## src/rtl/mc_ctrl_pkg.sv

```systemverilog
// Shared encodings for the multi-cycle MIPS control unit: opcodes, functs,
// state codes, ALU operation codes and datapath mux select codes.
package mc_ctrl_pkg;

  typedef enum logic [3:0] {
    S_FETCH     = 4'd0,
    S_DECODE    = 4'd1,
    S_MEM_ADDR  = 4'd2,
    S_MEM_READ  = 4'd3,
    S_MEM_WB    = 4'd4,
    S_MEM_WRITE = 4'd5,
    S_R_EXEC    = 4'd6,
    S_ALU_WB    = 4'd7,
    S_BRANCH    = 4'd8,
    S_I_EXEC    = 4'd9,
    S_I_WB      = 4'd10,
    S_JUMP      = 4'd11,
    S_TRAP      = 4'd12
  } state_t;

  localparam logic [5:0] OP_RTYPE = 6'b000000;
  localparam logic [5:0] OP_LW    = 6'b100011;
  localparam logic [5:0] OP_SW    = 6'b101011;
  localparam logic [5:0] OP_BEQ   = 6'b000100;
  localparam logic [5:0] OP_BNE   = 6'b000101;
  localparam logic [5:0] OP_ADDI  = 6'b001000;
  localparam logic [5:0] OP_ANDI  = 6'b001100;
  localparam logic [5:0] OP_ORI   = 6'b001101;
  localparam logic [5:0] OP_J     = 6'b000010;

  localparam logic [5:0] FN_ADD = 6'b100000;
  localparam logic [5:0] FN_SUB = 6'b100010;
  localparam logic [5:0] FN_AND = 6'b100100;
  localparam logic [5:0] FN_OR  = 6'b100101;
  localparam logic [5:0] FN_SLT = 6'b101010;
  localparam int         NUM_R_FUNCTS = 5;

  localparam logic [3:0] ALU_AND = 4'b0000;
  localparam logic [3:0] ALU_OR  = 4'b0001;
  localparam logic [3:0] ALU_ADD = 4'b0010;
  localparam logic [3:0] ALU_SUB = 4'b0110;
  localparam logic [3:0] ALU_SLT = 4'b0111;

  localparam logic [1:0] ASB_REGB    = 2'b00;
  localparam logic [1:0] ASB_FOUR    = 2'b01;
  localparam logic [1:0] ASB_IMM     = 2'b10;
  localparam logic [1:0] ASB_IMM_SH2 = 2'b11;

  localparam logic [1:0] PCS_ALU    = 2'b00;
  localparam logic [1:0] PCS_ALUOUT = 2'b01;
  localparam logic [1:0] PCS_JUMP   = 2'b10;

  // Table of R-type functs the datapath implements, indexed 0..NUM_R_FUNCTS-1.
  function automatic logic [5:0] r_funct(input int idx);
    case (idx)
      0:       return FN_ADD;
      1:       return FN_SUB;
      2:       return FN_AND;
      3:       return FN_OR;
      default: return FN_SLT;
    endcase
  endfunction

endpackage

```

## src/rtl/mc_ctrl_fsm_alu_dec.sv

```systemverilog
// Combinational ALU decoder: maps opcode/funct to an ALU operation and flags
// whether an R-type funct is one the datapath supports.
module alu_dec
  import mc_ctrl_pkg::*;
(
  input  logic [5:0] opcode,
  input  logic [5:0] funct,
  output logic [3:0] alu_code,
  output logic       valid
);

  logic [NUM_R_FUNCTS-1:0] funct_hit;

  generate
    for (genvar gi = 0; gi < NUM_R_FUNCTS; gi++) begin : g_funct
      assign funct_hit[gi] = (funct == r_funct(gi));
    end
  endgenerate

  always_comb begin
    alu_code = ALU_ADD;
    valid    = 1'b1;
    case (opcode)
      OP_RTYPE: begin
        valid = |funct_hit;
        case (funct)
          FN_SUB:  alu_code = ALU_SUB;
          FN_AND:  alu_code = ALU_AND;
          FN_OR:   alu_code = ALU_OR;
          FN_SLT:  alu_code = ALU_SLT;
          default: alu_code = ALU_ADD;
        endcase
      end
      OP_ANDI: alu_code = ALU_AND;
      OP_ORI:  alu_code = ALU_OR;
      default: alu_code = ALU_ADD;
    endcase
  end

endmodule

```

## src/rtl/mc_ctrl_fsm.sv

```systemverilog
// Multi-cycle MIPS control unit: Moore FSM sequencing fetch/decode/execute/
// memory/writeback over a shared ALU and memory port.
module mc_ctrl_fsm
  import mc_ctrl_pkg::*;
#(
  parameter int STATE_W = 4,
  parameter int ALUC_W  = 4
) (
  input  logic              clk,
  input  logic              rst_n,
  input  logic [5:0]        opcode,
  input  logic [5:0]        funct,
  input  logic              zero,
  input  logic              mem_ready,
  output logic              pc_en,
  output logic              iord,
  output logic              mem_read,
  output logic              mem_write,
  output logic              ir_write,
  output logic              reg_dst,
  output logic              mem_to_reg,
  output logic              reg_write,
  output logic              alu_src_a,
  output logic [1:0]        alu_src_b,
  output logic [ALUC_W-1:0] alu_ctrl,
  output logic [1:0]        pc_src,
  output logic              ext_sel,
  output logic              illegal,
  output logic [STATE_W-1:0] state_o
);

  state_t     state_reg, state_next;
  logic [3:0] dec_alu, alu_code;
  logic       dec_valid, imm_signed;
  logic       pc_en_raw, ir_write_raw, reg_write_raw;
  logic       mem_read_raw, mem_write_raw, illegal_raw;

  alu_dec u_alu_dec (
    .opcode   (opcode),
    .funct    (funct),
    .alu_code (dec_alu),
    .valid    (dec_valid)
  );

  assign imm_signed = (opcode != OP_ANDI) && (opcode != OP_ORI);

  always_ff @(posedge clk or negedge rst_n) begin
    if (!rst_n) state_reg <= S_FETCH;
    else        state_reg <= state_next;
  end

  always_comb begin
    state_next    = state_reg;
    pc_en_raw     = 1'b0;
    ir_write_raw  = 1'b0;
    reg_write_raw = 1'b0;
    mem_read_raw  = 1'b0;
    mem_write_raw = 1'b0;
    illegal_raw   = 1'b0;
    iord          = 1'b0;
    reg_dst       = 1'b0;
    mem_to_reg    = 1'b0;
    alu_src_a     = 1'b0;
    alu_src_b     = ASB_REGB;
    alu_code      = ALU_ADD;
    pc_src        = PCS_ALU;
    ext_sel       = 1'b1;
    case (state_reg)
      S_FETCH: begin
        mem_read_raw = 1'b1;
        alu_src_b    = ASB_FOUR;
        ir_write_raw = mem_ready;
        pc_en_raw    = mem_ready;
        if (mem_ready) state_next = S_DECODE;
      end
      S_DECODE: begin
        alu_src_b = ASB_IMM_SH2;
        case (opcode)
          OP_RTYPE:                 state_next = dec_valid ? S_R_EXEC : S_TRAP;
          OP_LW, OP_SW:             state_next = S_MEM_ADDR;
          OP_BEQ, OP_BNE:           state_next = S_BRANCH;
          OP_ADDI, OP_ANDI, OP_ORI: state_next = S_I_EXEC;
          OP_J:                     state_next = S_JUMP;
          default:                  state_next = S_TRAP;
        endcase
      end
      S_MEM_ADDR: begin
        alu_src_a = 1'b1;
        alu_src_b = ASB_IMM;
        if (opcode == OP_LW)      state_next = S_MEM_READ;
        else if (opcode == OP_SW) state_next = S_MEM_WRITE;
        else                      state_next = S_TRAP;
      end
      S_MEM_READ: begin
        mem_read_raw = 1'b1;
        iord         = 1'b1;
        if (mem_ready) state_next = S_MEM_WB;
      end
      S_MEM_WRITE: begin
        mem_write_raw = 1'b1;
        iord          = 1'b1;
        if (mem_ready) state_next = S_FETCH;
      end
      S_MEM_WB: begin
        reg_write_raw = 1'b1;
        mem_to_reg    = 1'b1;
        state_next    = S_FETCH;
      end
      S_R_EXEC: begin
        alu_src_a  = 1'b1;
        alu_code   = dec_alu;
        state_next = S_ALU_WB;
      end
      S_ALU_WB: begin
        reg_write_raw = 1'b1;
        reg_dst       = 1'b1;
        state_next    = S_FETCH;
      end
      S_BRANCH: begin
        // opcode[0] separates bne (1) from beq (0)
        alu_src_a  = 1'b1;
        alu_code   = ALU_SUB;
        pc_src     = PCS_ALUOUT;
        pc_en_raw  = zero ^ opcode[0];
        state_next = S_FETCH;
      end
      S_I_EXEC: begin
        alu_src_a  = 1'b1;
        alu_src_b  = ASB_IMM;
        alu_code   = dec_alu;
        ext_sel    = imm_signed;
        state_next = S_I_WB;
      end
      S_I_WB: begin
        reg_write_raw = 1'b1;
        alu_code      = dec_alu;
        ext_sel       = imm_signed;
        state_next    = S_FETCH;
      end
      S_JUMP: begin
        pc_en_raw  = 1'b1;
        pc_src     = PCS_JUMP;
        state_next = S_FETCH;
      end
      S_TRAP: begin
        illegal_raw = 1'b1;
      end
      default: state_next = S_TRAP;
    endcase
  end

  // Strobes are gated by rst_n so nothing fires while reset is held.
  assign pc_en     = pc_en_raw     & rst_n;
  assign ir_write  = ir_write_raw  & rst_n;
  assign reg_write = reg_write_raw & rst_n;
  assign mem_read  = mem_read_raw  & rst_n;
  assign mem_write = mem_write_raw & rst_n;
  assign illegal   = illegal_raw   & rst_n;
  assign alu_ctrl  = ALUC_W'(alu_code);
  assign state_o   = STATE_W'(state_reg);

endmodule

```

## config.mk

```make
export PLATFORM = sky130hd
export DESIGN_NAME = mc_ctrl_fsm
export DESIGN_NICKNAME = d
export VERILOG_FILES = /design/src/rtl/mc_ctrl_pkg.sv /design/src/rtl/mc_ctrl_fsm_alu_dec.sv /design/src/rtl/mc_ctrl_fsm.sv
export SDC_FILE = /design/constraint.sdc
export NUM_CORES = 1
export LEC_CHECK = 0
export CAP_MARGIN = 20
export CORE_MARGIN = 2
export CORE_UTILIZATION = 33
export CTS_CLUSTER_SIZE = 25
export DETAILED_ROUTE_END_ITERATION = 16
export GPL_TIMING_DRIVEN = 1
export PLACE_DENSITY = 0.72
export SLEW_MARGIN = 15
export SYNTH_ARGS = -nofsm -noshare
export SYNTH_HDL_FRONTEND = slang
export SYNTH_SLANG_ARGS = --single-unit
```

## constraint.sdc

```tcl
create_clock -name clk -period 1.6 [get_ports clk]
set_input_delay 0.32 -clock clk [delete_from_list [all_inputs] [get_ports clk]]
set_output_delay 0.32 -clock clk [all_outputs]
set_load 0.01 [all_outputs]
```

* Word level (Yosys, flattened, before mapping)
Cells that the tools add are included.
** Storage, ports and cells
- Output and inout bits :: 23
- Input port bits :: 16
- Register bits :: 4
- Logic and storage cells :: 80
** Cells by class
- Eq/ne operators :: 30
- Bitwise gates (word level) :: 8
- Reductions and logical operators :: 16
- Muxes and demuxes :: 25
** Operator list (count)
- $eq A6 B6 Y1 const B :: 7
- $pmux W4 S9 :: 1
- $mux W4 :: 6
- $eq A4 B4 Y1 const B :: 5
- $pmux W4 S5 :: 1
- $eq A6 B4 Y1 const B :: 3
- $eq A4 B3 Y1 const B :: 4
- $eq A6 B3 Y1 const B :: 2
- $ne A6 B4 Y1 const B :: 2
- $pmux W3 S4 :: 1
- $reduce_or A2 Y1 :: 6
- $mux W1 :: 11
- $reduce_or A5 Y1 :: 2
- $pmux W3 S3 :: 1
- $reduce_or A3 Y1 :: 3
- $eq A4 B2 Y1 const B :: 2
- $pmux W4 S2 :: 1
- $and A1 B1 Y1 :: 6
- $eq A6 B2 Y1 const B :: 1
- $logic_not A6 Y1 :: 1
- $ne A2 B2 Y1 const B :: 3
- $pmux W2 S3 :: 1
- $eq A4 B1 Y1 const B :: 1
- $logic_not A4 Y1 :: 1
- other kinds (7) :: 7

* Longest topological paths before layout
- Word-level depth :: 6
- Mapped depth :: 5
- Depth with buffers taken out :: 4

* Cells and area by module
From an unflattened synthesis, not the netlist that was laid out.
** Unflattened totals
- Cell total of the unflattened synthesis :: 124
- Area, all modules :: 832.0 um^2
** By module, submodules not included
- mc_ctrl_fsm :: cells an instance 104, instances 1, sequential area each 100.1 um^2, area each 695.7 um^2
- alu_dec :: cells an instance 20, instances 1, sequential area each 0.0 um^2, area each 136.4 um^2

* Least setup slack after synthesis
OpenSTA, ideal clock, no wires.
- Path type :: flip-flop to output port
- Start point :: register state_reg[1] (netlist: state_o[1])
- End point :: output pc_en
- Cell stages (with the launch flop) :: 5
- Path buffers :: 1
- Data arrival time :: 1.536 ns
- Slack :: -0.256 ns
- Required time :: 1.280 ns
- Path through :: dfrtp_1 > clkbuf_1 > or2_2 > nor3_1 > a31o_2
** Between the ends
- Word-level cells in the longest chain between the ends :: 3
- Elaborated cells between the ends (all ways) :: 5
- Classes of those cells :: eq/ne (2); mux (1); bitwise (1); reduce/logical (1)
** RTL lines
- start: declaration :: RTL line mc_ctrl_fsm.sv:32 : state_t state_reg, state_next;
- start signal: assignment :: RTL line mc_ctrl_fsm.sv:49 : else state_reg <= state_next;
- $eq A4 B4 Y1 or $logic_not A4 Y1 (tied branches) :: RTL line mc_ctrl_fsm.sv:68 : case (state_reg)
- $pmux W1 S3 * :: RTL line mc_ctrl_fsm.sv:68
- $and A1 B1 Y1 * :: RTL line mc_ctrl_fsm.sv:153 : assign pc_en = pc_en_raw & rst_n;
- end: declaration :: RTL line mc_ctrl_fsm.sv:15 : output logic pc_en,
Every way passes the cells marked *; elsewhere a longest branch is shown, timed or not.

* Worst setup path in the final report
- Start point :: register state_reg[2] (netlist: state_o[2])
- End point :: output alu_ctrl[2]
** Between the ends
- Word-level cells in the longest chain between the ends :: 3
- Elaborated cells between the ends (all ways) :: 6
- Classes of those cells :: eq/ne (4); mux (1); reduce/logical (1)
** RTL lines
- $eq A4 B4 Y1 or $eq A4 B3 Y1 (tied branches) :: RTL line mc_ctrl_fsm.sv:68
- $reduce_or A3 Y1 (no source line)
- $pmux W4 S2 * :: RTL line mc_ctrl_fsm.sv:68
- end: declaration :: RTL line mc_ctrl_fsm.sv:25 : output logic [ALUC_W-1:0] alu_ctrl,
Marked as above.

==> out/metrics.cfg <==
[min_path]
hold_class = in -> async

[clock_network]
cts.sinks = 4
cts.htree.levels = 1
cts-root-buf = clkbuf_4
cts_buffers = 3
clock_latency_ns = 0.25
cts_tree = done
ctsHoldBuffers = 0
cts_buffer_depth = 2
clkTransAtPathRegs_ns = 0.05

[worst_setup_path]
crit_end = alu_ctrl[2]
start_kind = flop
crit_path_end_kind = output port
critPathRequiredTime_ns = 1.28
r2r-start = state_o[1]
path_class = reg -> out
crit_arrival_ns = 1.60
regToRegEndpoint = state_o[0]
worstPathMaxFanout = 4
r2r_slack_ns = -0.26
reg2reg_depth = 9
startpoint = state_o[2]

[pwr]
cellInternalPower_mw = 1.57
pwr-share-clk = 0.048
sw_frac_of_total = 0.468
power_frac_comb = 0.868
p_per_area_mw_per_mm2 = 1480
leakagePower_nw = 0.925
ir_drop_mv = 1.38
p_sw_mw = 1.38
p_seq_frac = 0.084

[logic_synthesis]
netlist.area_leader.share = 0.137
synthAdderAreaFrac = 0
netlist_area_um2 = 732
synth_compound_area_frac = 0.323
synthSimpleGateAreaFrac = 0.424
syn_inst = 111
yosys-top-cells-area = dfrtp_1 14%, nor2_1 9.7%, nand2b_1 6.8%
syn_area_per_cell_um2 = 6.59
syn_nets = 127
synth_cell_types = 39
synth_top_family_by_area = simple AND/OR/NAND/NOR gates
synth_mux_area_frac = 0.0291
yosysSeqAreaShare = 0.137
yosys.area.top_type = dfrtp_1
synth_seq_cells = 4
ys_warn_count = 0
synthXorXnorAreaFrac = 0.0239

[timing]
rsz0062_at_grt = true
timing.fmax_mhz = 521
relSlewSlack = 0.671
worst_pin_slew_ns = 0.489
hold_slack_ns = 0.595
setup_ws_ns = -0.320
fin_crit_sh = 1.20
hold_viol = 0
setup_viol = 23
slew_violations = 0
final.setup.tns_ns = -3.95
skew_ns = 0.00909
layout_min_cycle_time_ns = 1.92

[job]
max_cap_viol_count = 0

[routing]
num_vias = 1605
drc = 0
drt_iter0_markers = 92
drt-total-wl_um = 6530
post_drt_wl_per_cell_um = 26.2
detail-route-antenna-nets = 0
vias_per_cell = 6.45
first_pass_iters = 5

[global_routing]
grtUsageMet3 = 0.0292
grt_max_degree = 11
antenna_found_initial = 0
grt_pass1_wl_um = 6770
met2_usage = 0.626
gr-usage-met1 = 0.420
grt-busiest-layer = met2
grt_pass1_vias = 1355
grtUsageTotal = 0.349
grt-ovfl-total = 0

[floorplanning]
boundaryPins = 39
core_mm2 = 0.00215
initial_core_util = 0.341
die-area_mm2 = 0.00261
die-height_um = 51.1
std_cell_rows = 17
fp.dieW_um = 51.1

[outcome]
outcome = complete, but fails checks
failed_checks = negative setup slack

[layout]
area_delta_synth_final_pct = 172
postLayoutCellArea_mm2 = 0.00199
seq_area_um2 = 105
nets = 239
diodes = 0
fillers = 78
layout.cells.non_filler = 249
drive_above_1_share = 0.674
multi_input_area_um2 = 860
largest_reg_flops = 4

[placed_design]
dp.cells = 212
pre_cts_ws_ns = -0.787
hpwl_um = 2290
gp_congestion = 0.912
postPlaceCellArea_mm2 = 0.00144
io_buffers = 37

worst max-delay path, stage by stage (launching register included):
cell	delay, ns
dfrtp_2	0.47
buf_12	0.13
nand2b_4	0.07
a21oi_4	0.18
a21oi_4	0.06
o32ai_2	0.26
buf_2	0.18
power by group through the flow:
stage / sequential [mW] / clock, mW / combinational (mW)
global placement: 0.200 / 0 / 1.41
finish: 0.248 / 0.140 / 2.55
detailed placement: 0.202 / 0 / 1.44
floorplan: 0.204 / 0 / 0.638
CTS: 0.219 / 0.130 / 1.83
global route: 0.246 / 0.141 / 2.65
logic make-up after synthesis:
group	Yosys count
buffers and inverters	10
multiplexers	2
AND/OR/NAND/NOR	59
flip-flops	4
AO/OA/AOI/OAI	33
other	1
XOR/XNOR	2
stage by stage:
step,util,total power [mW]
2_1_floorplan,-,0.842
3_3_place_gp,0.672,1.61
3_5_place_dp,0.672,1.65
4_1_cts,0.812,2.18
5_1_grt,0.925,3.04
6_report,0.925,2.94
timing repair:
item	4_1_cts	5_1_grt
buffers inserted	23	13
endpoints found under the setup margin	25	22
pin swaps	13	9
cloned	0	0
resized for setup	150	42
per-layer routing:
metal	vias up	share of wire
li1	636	-
met1	720	0.32
met2	173	0.44
met3	76	0.14
met4	0	0.11
met5	-	0
synth_stat cells:
library cell and n:
inv_1 4, a32oi_1 2, xnor2_1 2, o32ai_1 1
dfrtp_1 4, and4_1 1, a31o_2 1, nor4b_1 2
mux2_2 1, o41ai_1 1, o311a_1 1, o21ai_0 6
nor3b_1 3, nor3_1 4, a22oi_1 1, mux2i_1 1
conb_1 1, o22ai_1 2, o21ai_1 1, buf_4 1
nand2b_1 8, nor2b_1 5, o32a_1 1, or2_2 3
buf_2 1, o31ai_1 2, a222oi_1 1, or4_1 1
o21bai_1 1, nand2_1 7, o311ai_0 2, a32o_1 2
nand3_1 3, and3_1 2, a21oi_1 5, nand4b_1 1
o21a_1 3, nor2_1 19, clkbuf_1 4
worst min-delay path by stage:
| stage | depth (start not counted) | slack (ns) | endpoint |
|---|---|---|---|
| 3_3_place_gp | 3 | 0.77 | state_o[0] |
| 5_1_grt | 3 | 0.61 | state_o[2] |
| 6_report | 3 | 0.59 | state_o[2] |
| 4_1_cts | 3 | 0.54 | state_o[1] |
| 3_5_place_dp | 3 | 0.77 | state_o[1] |
| 2_1_floorplan | 0 | 0.02 | state_o[0] |
placed cells by master (no fill, tap or decap), types with 3 or more instances in the layout:
| cell | n |
|---|---|
| inv_1 | 4 |
| nor2_2 | 5 |
| nor2_4 | 6 |
| nand2b_1 | 5 |
| buf_4 | 57 |
| nor3b_2 | 3 |
| dfrtp_2 | 4 |
| o21ai_0 | 5 |
| clkdlybuf4s50_1 | 3 |
| nor2_1 | 8 |
| o21a_1 | 3 |
| buf_2 | 14 |
| nand2_1 | 5 |
| dlygate4sd2_1 | 8 |
| clkbuf_4 | 3 |
| nand3_1 | 3 |
| clkdlybuf4s15_1 | 4 |
| buf_6 | 22 |
| or2_4 | 3 |
| nand2b_4 | 3 |
layout make-up:
type / count / area share
Sequential cell: 4 / 0.0529
Clock buffer: 3 / 0.0113
Inverter: 4 / 0.00755
Tap cell: 28 / 0.0176
Multi-Input combinational cell: 97 / 0.432
Timing Repair Buffer: 113 / 0.478
(Power assumes the default switching activity.)
